`config.mk`:
```
export PLATFORM = sky130hd
export DESIGN_NAME = axis_pattern_source
export DESIGN_NICKNAME = d
export VERILOG_FILES = /design/src/rtl/axis_src_pkg.sv /design/src/rtl/axis_src_beat_ctr.sv /design/src/rtl/axis_pattern_source.sv
export SDC_FILE = /design/constraint.sdc
export NUM_CORES = 1
export LEC_CHECK = 0
export CAP_MARGIN = 20
export CORE_MARGIN = 2
export CORE_UTILIZATION = 52
export DETAILED_ROUTE_END_ITERATION = 7
export PLACE_DENSITY = 0.8
export SLEW_MARGIN = 40
export SYNTH_ARGS = -nofsm -noshare
export SYNTH_HDL_FRONTEND = slang
export SYNTH_SLANG_ARGS = --single-unit
export TNS_END_PERCENT = 100
```
`constraint.sdc`:
```
create_clock -name m_axis_clk -period 4.9 [get_ports m_axis_clk]
set_input_delay 0.735 -clock m_axis_clk [delete_from_list [all_inputs] [get_ports m_axis_clk]]
set_output_delay 0.735 -clock m_axis_clk [all_outputs]
set_load 0.01 [all_outputs]
```
`src/rtl/axis_src_pkg.sv`:
```
// Shared types and constants for the AXI4-Stream pattern source.
// No logic here, only the FSM encoding and TKEEP width helpers.
package axis_src_pkg;

    typedef enum logic [1:0] {
        IDLE = 2'd0,
        SEND = 2'd1,
        GAP  = 2'd2,
        DONE = 2'd3
    } state_t;

    function automatic int keep_width(input int data_w);
        return data_w / 8;
    endfunction

    localparam int                DEF_DATA_W = 32;
    localparam int                KEEP_W     = keep_width(DEF_DATA_W);
    localparam logic [KEEP_W-1:0] KEEP_ALL   = '1;

endpackage

```
`src/rtl/axis_src_beat_ctr.sv`:
```
// Beat-in-packet and packet-in-run counters; load latches len/count, advance steps one beat.
// Flags are combinational from registered state, valid the cycle after load and stable until advance.
module axis_src_beat_ctr
    import axis_src_pkg::*;
#(
    parameter int LEN_W = 16
) (
    input  logic             clk,
    input  logic             rst_n,
    input  logic             load,
    input  logic             advance,
    input  logic [LEN_W-1:0] len,
    input  logic [LEN_W-1:0] count,
    output logic             is_last_beat,
    output logic             is_last_pkt
);

    logic [LEN_W-1:0] len_q;
    logic [LEN_W-1:0] count_q;
    logic [LEN_W-1:0] beat_idx;
    logic [LEN_W-1:0] pkt_idx;

    // len/count are never zero when loaded, so the minus-one compares cannot underflow in a run.
    assign is_last_beat = (beat_idx == len_q - LEN_W'(1));
    assign is_last_pkt  = (pkt_idx == count_q - LEN_W'(1));

    always_ff @(posedge clk or negedge rst_n) begin
        if (!rst_n) begin
            len_q    <= '0;
            count_q  <= '0;
            beat_idx <= '0;
            pkt_idx  <= '0;
        end else if (load) begin
            len_q    <= len;
            count_q  <= count;
            beat_idx <= '0;
            pkt_idx  <= '0;
        end else if (advance) begin
            if (is_last_beat) begin
                beat_idx <= '0;
                pkt_idx  <= pkt_idx + LEN_W'(1);
            end else begin
                beat_idx <= beat_idx + LEN_W'(1);
            end
        end
    end

endmodule

```
`src/rtl/axis_pattern_source.sv`:
```
// AXI4-Stream source of incrementing words; first beat one cycle after start; TVALID/TDATA held under TREADY stall.
// Optional inter-packet idle gap of GAP_CYCLES cycles is compiled in with AXIS_SRC_GAP_EN.
module axis_pattern_source
    import axis_src_pkg::*;
#(
    parameter int DATA_W     = 32,
    parameter int LEN_W      = 16,
    parameter int GAP_CYCLES = 4
) (
    input  logic                  m_axis_clk,
    input  logic                  axis_reset_n,
    input  logic                  start,
    input  logic [LEN_W-1:0]      pkt_len,
    input  logic [LEN_W-1:0]      pkt_count,
    input  logic [DATA_W-1:0]     seed,
    output logic                  busy,
    output logic                  done,
    output logic [31:0]           beats_sent,
    output logic [DATA_W-1:0]     M_AXIS_Src_TDATA,
    output logic [DATA_W/8-1:0]   M_AXIS_Src_TKEEP,
    output logic                  M_AXIS_Src_TLAST,
    output logic                  M_AXIS_Src_TVALID,
    input  logic                  M_AXIS_Src_TREADY
);

    localparam int KW = keep_width(DATA_W);

    state_t state;
    state_t next_state;

    logic              load;
    logic              advance;
    logic              accept;
    logic              start_ok;
    logic              is_last_beat;
    logic              is_last_pkt;
    logic              tvalid_q;
    logic [DATA_W-1:0] tdata_q;
    logic              busy_q;
    logic              done_q;
    logic [31:0]       beats_q;

    assign accept   = tvalid_q & M_AXIS_Src_TREADY;
    assign start_ok = start && (pkt_len != '0) && (pkt_count != '0);

    axis_src_beat_ctr #(
        .LEN_W (LEN_W)
    ) u_beat_ctr (
        .clk          (m_axis_clk),
        .rst_n        (axis_reset_n),
        .load         (load),
        .advance      (advance),
        .len          (pkt_len),
        .count        (pkt_count),
        .is_last_beat (is_last_beat),
        .is_last_pkt  (is_last_pkt)
    );

`ifdef AXIS_SRC_GAP_EN
    localparam int GAP_W = $clog2(GAP_CYCLES + 1);

    logic [GAP_W-1:0] gap_cnt;
    logic             gap_last;

    assign gap_last = (gap_cnt == GAP_W'(GAP_CYCLES - 1));

    always_ff @(posedge m_axis_clk or negedge axis_reset_n) begin
        if (!axis_reset_n) begin
            gap_cnt <= '0;
        end else if (state == GAP) begin
            gap_cnt <= gap_cnt + GAP_W'(1);
        end else begin
            gap_cnt <= '0;
        end
    end
`endif

    always_ff @(posedge m_axis_clk or negedge axis_reset_n) begin
        if (!axis_reset_n) begin
            state <= IDLE;
        end else begin
            state <= next_state;
        end
    end

    always_comb begin
        next_state = state;
        load       = 1'b0;
        advance    = 1'b0;
        case (state)
            IDLE: begin
                if (start_ok) begin
                    next_state = SEND;
                    load       = 1'b1;
                end
            end
            SEND: begin
                if (accept) begin
                    advance = 1'b1;
                    if (is_last_beat) begin
                        if (is_last_pkt) begin
                            next_state = DONE;
                        end
`ifdef AXIS_SRC_GAP_EN
                        else begin
                            next_state = GAP;
                        end
`endif
                    end
                end
            end
`ifdef AXIS_SRC_GAP_EN
            GAP: begin
                if (gap_last) begin
                    next_state = SEND;
                end
            end
`endif
            DONE:    next_state = IDLE;
            default: next_state = IDLE;
        endcase
    end

    // Status and stream flags are registered from next_state so they line up with the state they describe.
    always_ff @(posedge m_axis_clk or negedge axis_reset_n) begin
        if (!axis_reset_n) begin
            tvalid_q <= 1'b0;
            tdata_q  <= '0;
            busy_q   <= 1'b0;
            done_q   <= 1'b0;
            beats_q  <= '0;
        end else begin
            tvalid_q <= (next_state == SEND);
            busy_q   <= (next_state == SEND) || (next_state == GAP);
            done_q   <= (next_state == DONE);
            if (load) begin
                tdata_q <= seed;
                beats_q <= '0;
            end else if (accept) begin
                tdata_q <= tdata_q + DATA_W'(1);
                beats_q <= beats_q + 32'd1;
            end
        end
    end

    assign M_AXIS_Src_TVALID = tvalid_q;
    assign M_AXIS_Src_TDATA  = tdata_q;
    assign M_AXIS_Src_TLAST  = tvalid_q & is_last_beat;
    assign M_AXIS_Src_TKEEP  = {KW{1'b1}};
    assign busy              = busy_q;
    assign done              = done_q;
    assign beats_sent        = beats_q;

endmodule

```
* Yosys cells after proc, flatten, opt, wreduce, memory -nomap -nowiden
Cells that the tools add are included.
Widths: inputs -> output; s select.
** Operators by class
- $add $sub $neg :: 6
- Eq/ne operators :: 6
- Muxes and demuxes :: 19
- Bitwise gates (word level) :: 2
- Reductions and logical operators :: 10
** Operators by type and width (count)
- $mux 32 :: 4
- $mux 16 :: 6
- $add 32x1->32 const B :: 2
- $add 16x1->16 const B :: 2
- $eq 16x16->1 :: 2
- $reduce_bool 16->1 :: 2
- $sub 16x1->16 const B :: 2
- $mux 2 :: 4
- $reduce_bool 2->1 :: 3
- $eq 2x1->1 const B :: 2
- $eq 2x2->1 const B :: 2
- $mux 1 :: 4
- $pmux 2 s2 :: 1
- $and 1x1->1 :: 2
- $logic_and 1x1->1 :: 2
- $logic_not 2->1 :: 1
- $reduce_and 2->1 :: 1
- $logic_or 1x1->1 :: 1
** Storage, ports and cells
- Flip-flop bits (word level) :: 133
- Output and inout port bits :: 72
- Word-level logic and storage cells :: 53

* Depth between registers and ports, before layout
- Word-level depth :: 8
- Gate-level depth with buffers :: 11
- Mapped depth without buffers :: 11

* Modules after synthesis
From an unflattened synthesis, not the netlist that was laid out.
** Second synthesis, totals
- Cell total of the unflattened synthesis :: 834
- Area total of the unflattened synthesis :: 7778.7 µm²
** By module, submodules not included
- axis_src_beat_ctr :: instances 1, cells each 425, area each 4098.9 µm²
- axis_pattern_source :: instances 1, cells each 409, area each 3679.8 µm²

* Least setup slack after synthesis
OpenSTA, ideal clock, no wires.
- Path kind :: register -> output
- Start :: reg u_beat_ctr.len_q[3]
- End :: out M_AXIS_Src_TLAST
- Arrival time :: 2336 ps
- Setup slack :: 1829 ps
- Cell stages (with the launch flop) :: 8
- Cell sequence :: dfrtp_1 -> buf_6 -> or4_4 -> o32a_1 -> o22a_1 -> a21o_1 -> a2111oi_2 -> and3_1
** On the way
- Cells in the longest elaborated chain, start to end :: 3
** Ends and longest elaborated chain
- start: declaration :: line axis_src_beat_ctr.sv:18 : logic [LEN_W-1:0] len_q;
- start signal: assignment :: line axis_src_beat_ctr.sv:34 : len_q <= len;
- $sub 16x1->16 :: line axis_src_beat_ctr.sv:24 : assign is_last_beat = (beat_idx == len_q - LEN_W'(1));
- $eq 16x16->1 :: line axis_src_beat_ctr.sv:24
- $and 1x1->1 :: line axis_pattern_source.sv:148 : assign M_AXIS_Src_TLAST = tvalid_q & is_last_beat;
- end: declaration :: line axis_pattern_source.sv:21 : output logic M_AXIS_Src_TLAST,
Every way passes these cells.

* Final worst setup path
Ends and elaborated chain as after synthesis.

==> impl_summary.log <==
[metrics] endpoint of the lowest-slack register-to-register path: u_beat_ctr.pkt_idx[9]$_DFFE_PN0P_
[metrics] Primary FF master, synth: sky130_fd_sc_hd__dfrtp_1
[metrics] kind of path behind the tightest hold check: in -> async
[metrics] Die Height: ~130 um
[metrics] Hold Worst Slack: about 190 ps
[metrics] core area: 0.01448 mm^2
[metrics] post-synthesis cell type with the largest combined area: sky130_fd_sc_hd__dfrtp_1
[metrics] drt first pass iters: 7
[metrics] Via Count: ~6600
[metrics] run status: completed
[metrics] worst relative slew slack: 0.4807
[metrics] Avg Synthesized Cell Area: 8.744 um^2
[metrics] fraction of the cycle the final worst path needs: 0.8657
[metrics] number of gates given a new drive strength after cts: 0
[metrics] timing-limited maximum frequency: between 200 and 250 MHz
[metrics] Detail Route Antenna Nets: 0
[metrics] sequential element share of the synthesized area: 0.4350
[metrics] post-detailed-route DRC marker count: 0
[metrics] critical path data arrival time: ~3500 ps
[metrics] most instantiated library cell after synthesis: sky130_fd_sc_hd__nand2_1
[metrics] Max Transition Viols Final: 0
[metrics] synthesis warning total: 0
[metrics] Cell Rows: 44
[metrics] minimum setup slack among reg-to-reg paths: 1200 ps
[metrics] number of nets in the layout: roughly 1100
[metrics] R2R Path Start: u_beat_ctr.len_q[3]$_DFFE_PN0P_
[metrics] vias in the first global route: 6435
[metrics] routed wire length: ~18 mm
[metrics] routed vias/inst: about 5.6
[metrics] Min Clock Period, post-route: between 4000 and 5000 ps
[metrics] Place WS: ~1100 ps
[metrics] share of Yosys cell area claimed by the top area cell type: 0.4350
[metrics] total clock buffers created by CTS: 17
[metrics] final-report hold violation count: 0
[metrics] global placement routability congestion: 0.8667
[metrics] worst slew pin tran: 771.8 ps
[metrics] largest cells by area after synthesis: sky130_fd_sc_hd__dfrtp_1, sky130_fd_sc_hd__nand2_1, sky130_fd_sc_hd__xor2_1
[metrics] antenna diode count: 0
[metrics] Post-synth EDFFs: 0
[metrics] total of buffers placed on input and output ports: approximately 140
[metrics] final worst setup slack: between 600 and 700 ps
[metrics] total of flip-flops plus latches after synthesis: ~130
[metrics] worst voltage drop across the vdd grid: ~0.23 mV
[metrics] RSZ-0062 raised after global routing: false
[metrics] required time of the critical path: around 4200 ps
[metrics] maximum number of pins on one net before global-route repair: slightly above 100
[metrics] share of layout cells above drive strength 1: 0.05583
[metrics] crit-path max FO: 10
[metrics] endpoint type of the worst setup path: output port
[metrics] FILL cells: about 1200
[metrics] number of antenna violations at the first check in global routing: 0
[metrics] setup violators final: 0
[metrics] Clock Skews: about 5.7 ps
[metrics] TNS Setup: 0 ps
[metrics] layout overhead on the synthesized area: 27.47%
[metrics] number of post-CTS setup repair buffers: 0
[metrics] Wirelength per Cell: between 15 and 20 um
[metrics] most frequent cells after synthesis: sky130_fd_sc_hd__nand2_1, sky130_fd_sc_hd__dfrtp_1, sky130_fd_sc_hd__o21ai_0, sky130_fd_sc_hd__xor2_1, sky130_fd_sc_hd__nor2_1
[metrics] latest clock arrival within the worst-skew pair: 420 ps
[metrics] buffers from clock root to sink, at most: 2
[metrics] number of H-tree levels: 4
[metrics] Placed Cells: 1154
[metrics] Horiz. Die Dim: between 100 and 150 um
[metrics] IO Pins: between 100 and 150
[metrics] Static Leakage: a little over 4 nW
[metrics] Worst R2R Path Depth: 7
[metrics] final standard cell count with taps included and fillers excluded: ~1200
[metrics] proportion of register bits with asynchronous set or reset after synthesis: 1.000
[metrics] Die Area: around 0.016 mm^2
[metrics] Synth cell types: 65
[metrics] Pwr Density: between 400 and 500 mW/mm^2
[metrics] Total GRT Usage: 0.2386
[metrics] number of max-cap violations: 0
[metrics] WS Path Type: reg -> out
[metrics] cts-stage hold buffer count: 0
[metrics] clock tree sinks: between 100 and 150
[metrics] number of instances in the synthesized netlist: ~900
[metrics] Clock transition at path regs: ~50 ps
[metrics] Critical Path Source Type: register
[metrics] estimated wirelength of the detail-placed design: between 10 and 15 mm
[metrics] clock root cell: sky130_fd_sc_hd__clkbuf_16
[metrics] effective utilization at floorplan: 0.5284
[metrics] total gr overflow: 0
[metrics] clock tree from TritonCTS: built
[metrics] post-synth design cell area: between 0.007 and 0.008 mm^2
[metrics] DRC violation total after the first TritonRoute iteration: 501
[metrics] global-route wire length before repair: approximately 31 mm
-- cell type report --
class	instances	area (um^2)	area share
Clock buffer	24	491.7	0.05042
Clock inverter	8	121.4	0.01244
Inverter	12	45.04	0.004618
Multi-Input combinational cell	684	4091	0.4195
Sequential cell	133	3328	0.3412
Tap cell	184	230.2	0.02360
Timing Repair Buffer	142	1445	0.1482
-- metrics by stage --
stage	total power (W)	cell area [um^2]	util
global placement	0.002695	9097	0.6283
global route	0.004282	9753	0.6736
CTS	0.004056	9722	0.6714
finish	0.004033	9753	0.6736
detailed placement	0.002728	9109	0.6291
floorplan	0.002230	7662	-
-- flip-flops by register name (all words and copies together), names as in the netlist --
signal / cells
u_beat_ctr.count_q: 16
busy: 1
beats_sent: 32
M_AXIS_Src_TVALID: 1
M_AXIS_Src_TDATA: 32
u_beat_ctr.pkt_idx: 16
state: 2
u_beat_ctr.beat_idx: 16
done: 1
u_beat_ctr.len_q: 16
-- layout by cell type (no fill, tap or decap), drive strengths merged, types with 9 or more instances in the layout --
cell           instances
o21ai                 57
mux2i                 13
nand3                 46
nand2                188
xor2                  57
nand2b                19
clkbuf                24
xnor2                 38
inv                   12
nand4                 21
dfrtp                133
nor4                  28
and4                   9
nor2                  56
and3                  32
a21oi                  9
nor3                  18
clkdlybuf4s50        134
-- per-layer routing --
layer,GRT usage,part of all wire,vias to the layer above
met1,0.3270,0.46,3130
met2,0.3859,0.47,190
met3,0.04493,0.048,23
met4,0.07582,0.016,0
met5,0,0,-
li1,-,-,3279
-- critical path: stages (launching register included) --
cell and delay (ps):
sky130_fd_sc_hd__dfrtp_1 500, sky130_fd_sc_hd__or4_4 580, sky130_fd_sc_hd__o32a_1 350, sky130_fd_sc_hd__o22a_1 240, sky130_fd_sc_hd__a21o_1 180, sky130_fd_sc_hd__a2111oi_2 420, sky130_fd_sc_hd__and3_1 260, sky130_fd_sc_hd__clkdlybuf4s50_1 550
-- how the worst max path moves through the flow --
stage                                          startpoint                to  slack [ps]  depth (start not counted)
final                     u_beat_ctr.len_q[3]$_DFFE_PN0P_  M_AXIS_Src_TLAST         660                          7
after global routing      u_beat_ctr.len_q[3]$_DFFE_PN0P_  M_AXIS_Src_TLAST         500                          6
after CTS                 u_beat_ctr.len_q[3]$_DFFE_PN0P_  M_AXIS_Src_TLAST         640                          7
after detailed placement  u_beat_ctr.len_q[3]$_DFFE_PN0P_  M_AXIS_Src_TLAST        1120                          7
after global placement    u_beat_ctr.len_q[3]$_DFFE_PN0P_  M_AXIS_Src_TLAST        1110                          7
after floorplan           u_beat_ctr.len_q[3]$_DFFE_PN0P_  M_AXIS_Src_TLAST        1830                          7
-- cells by family after synthesis --
kind of cell    after synthesis  share of synthesized area
mux                          16                    0.02142
xor+xnor                     96                     0.1117
simple gates                454                     0.2950
buf+inv                      61                    0.03401
flops                       133                     0.4350
other cells                   1                  0.0004901
fa+ha+maj                     8                    0.01308
compound gates              106                    0.08929
-- report_power, final --
part / switching, W / internal [W]
combinational: 0.000518 / 0.000590
sequential: 0.000299 / 0.00131
clock: 0.000461 / 0.000852
total: 0.00128 / 0.00275
(Power assumes the default switching activity.)
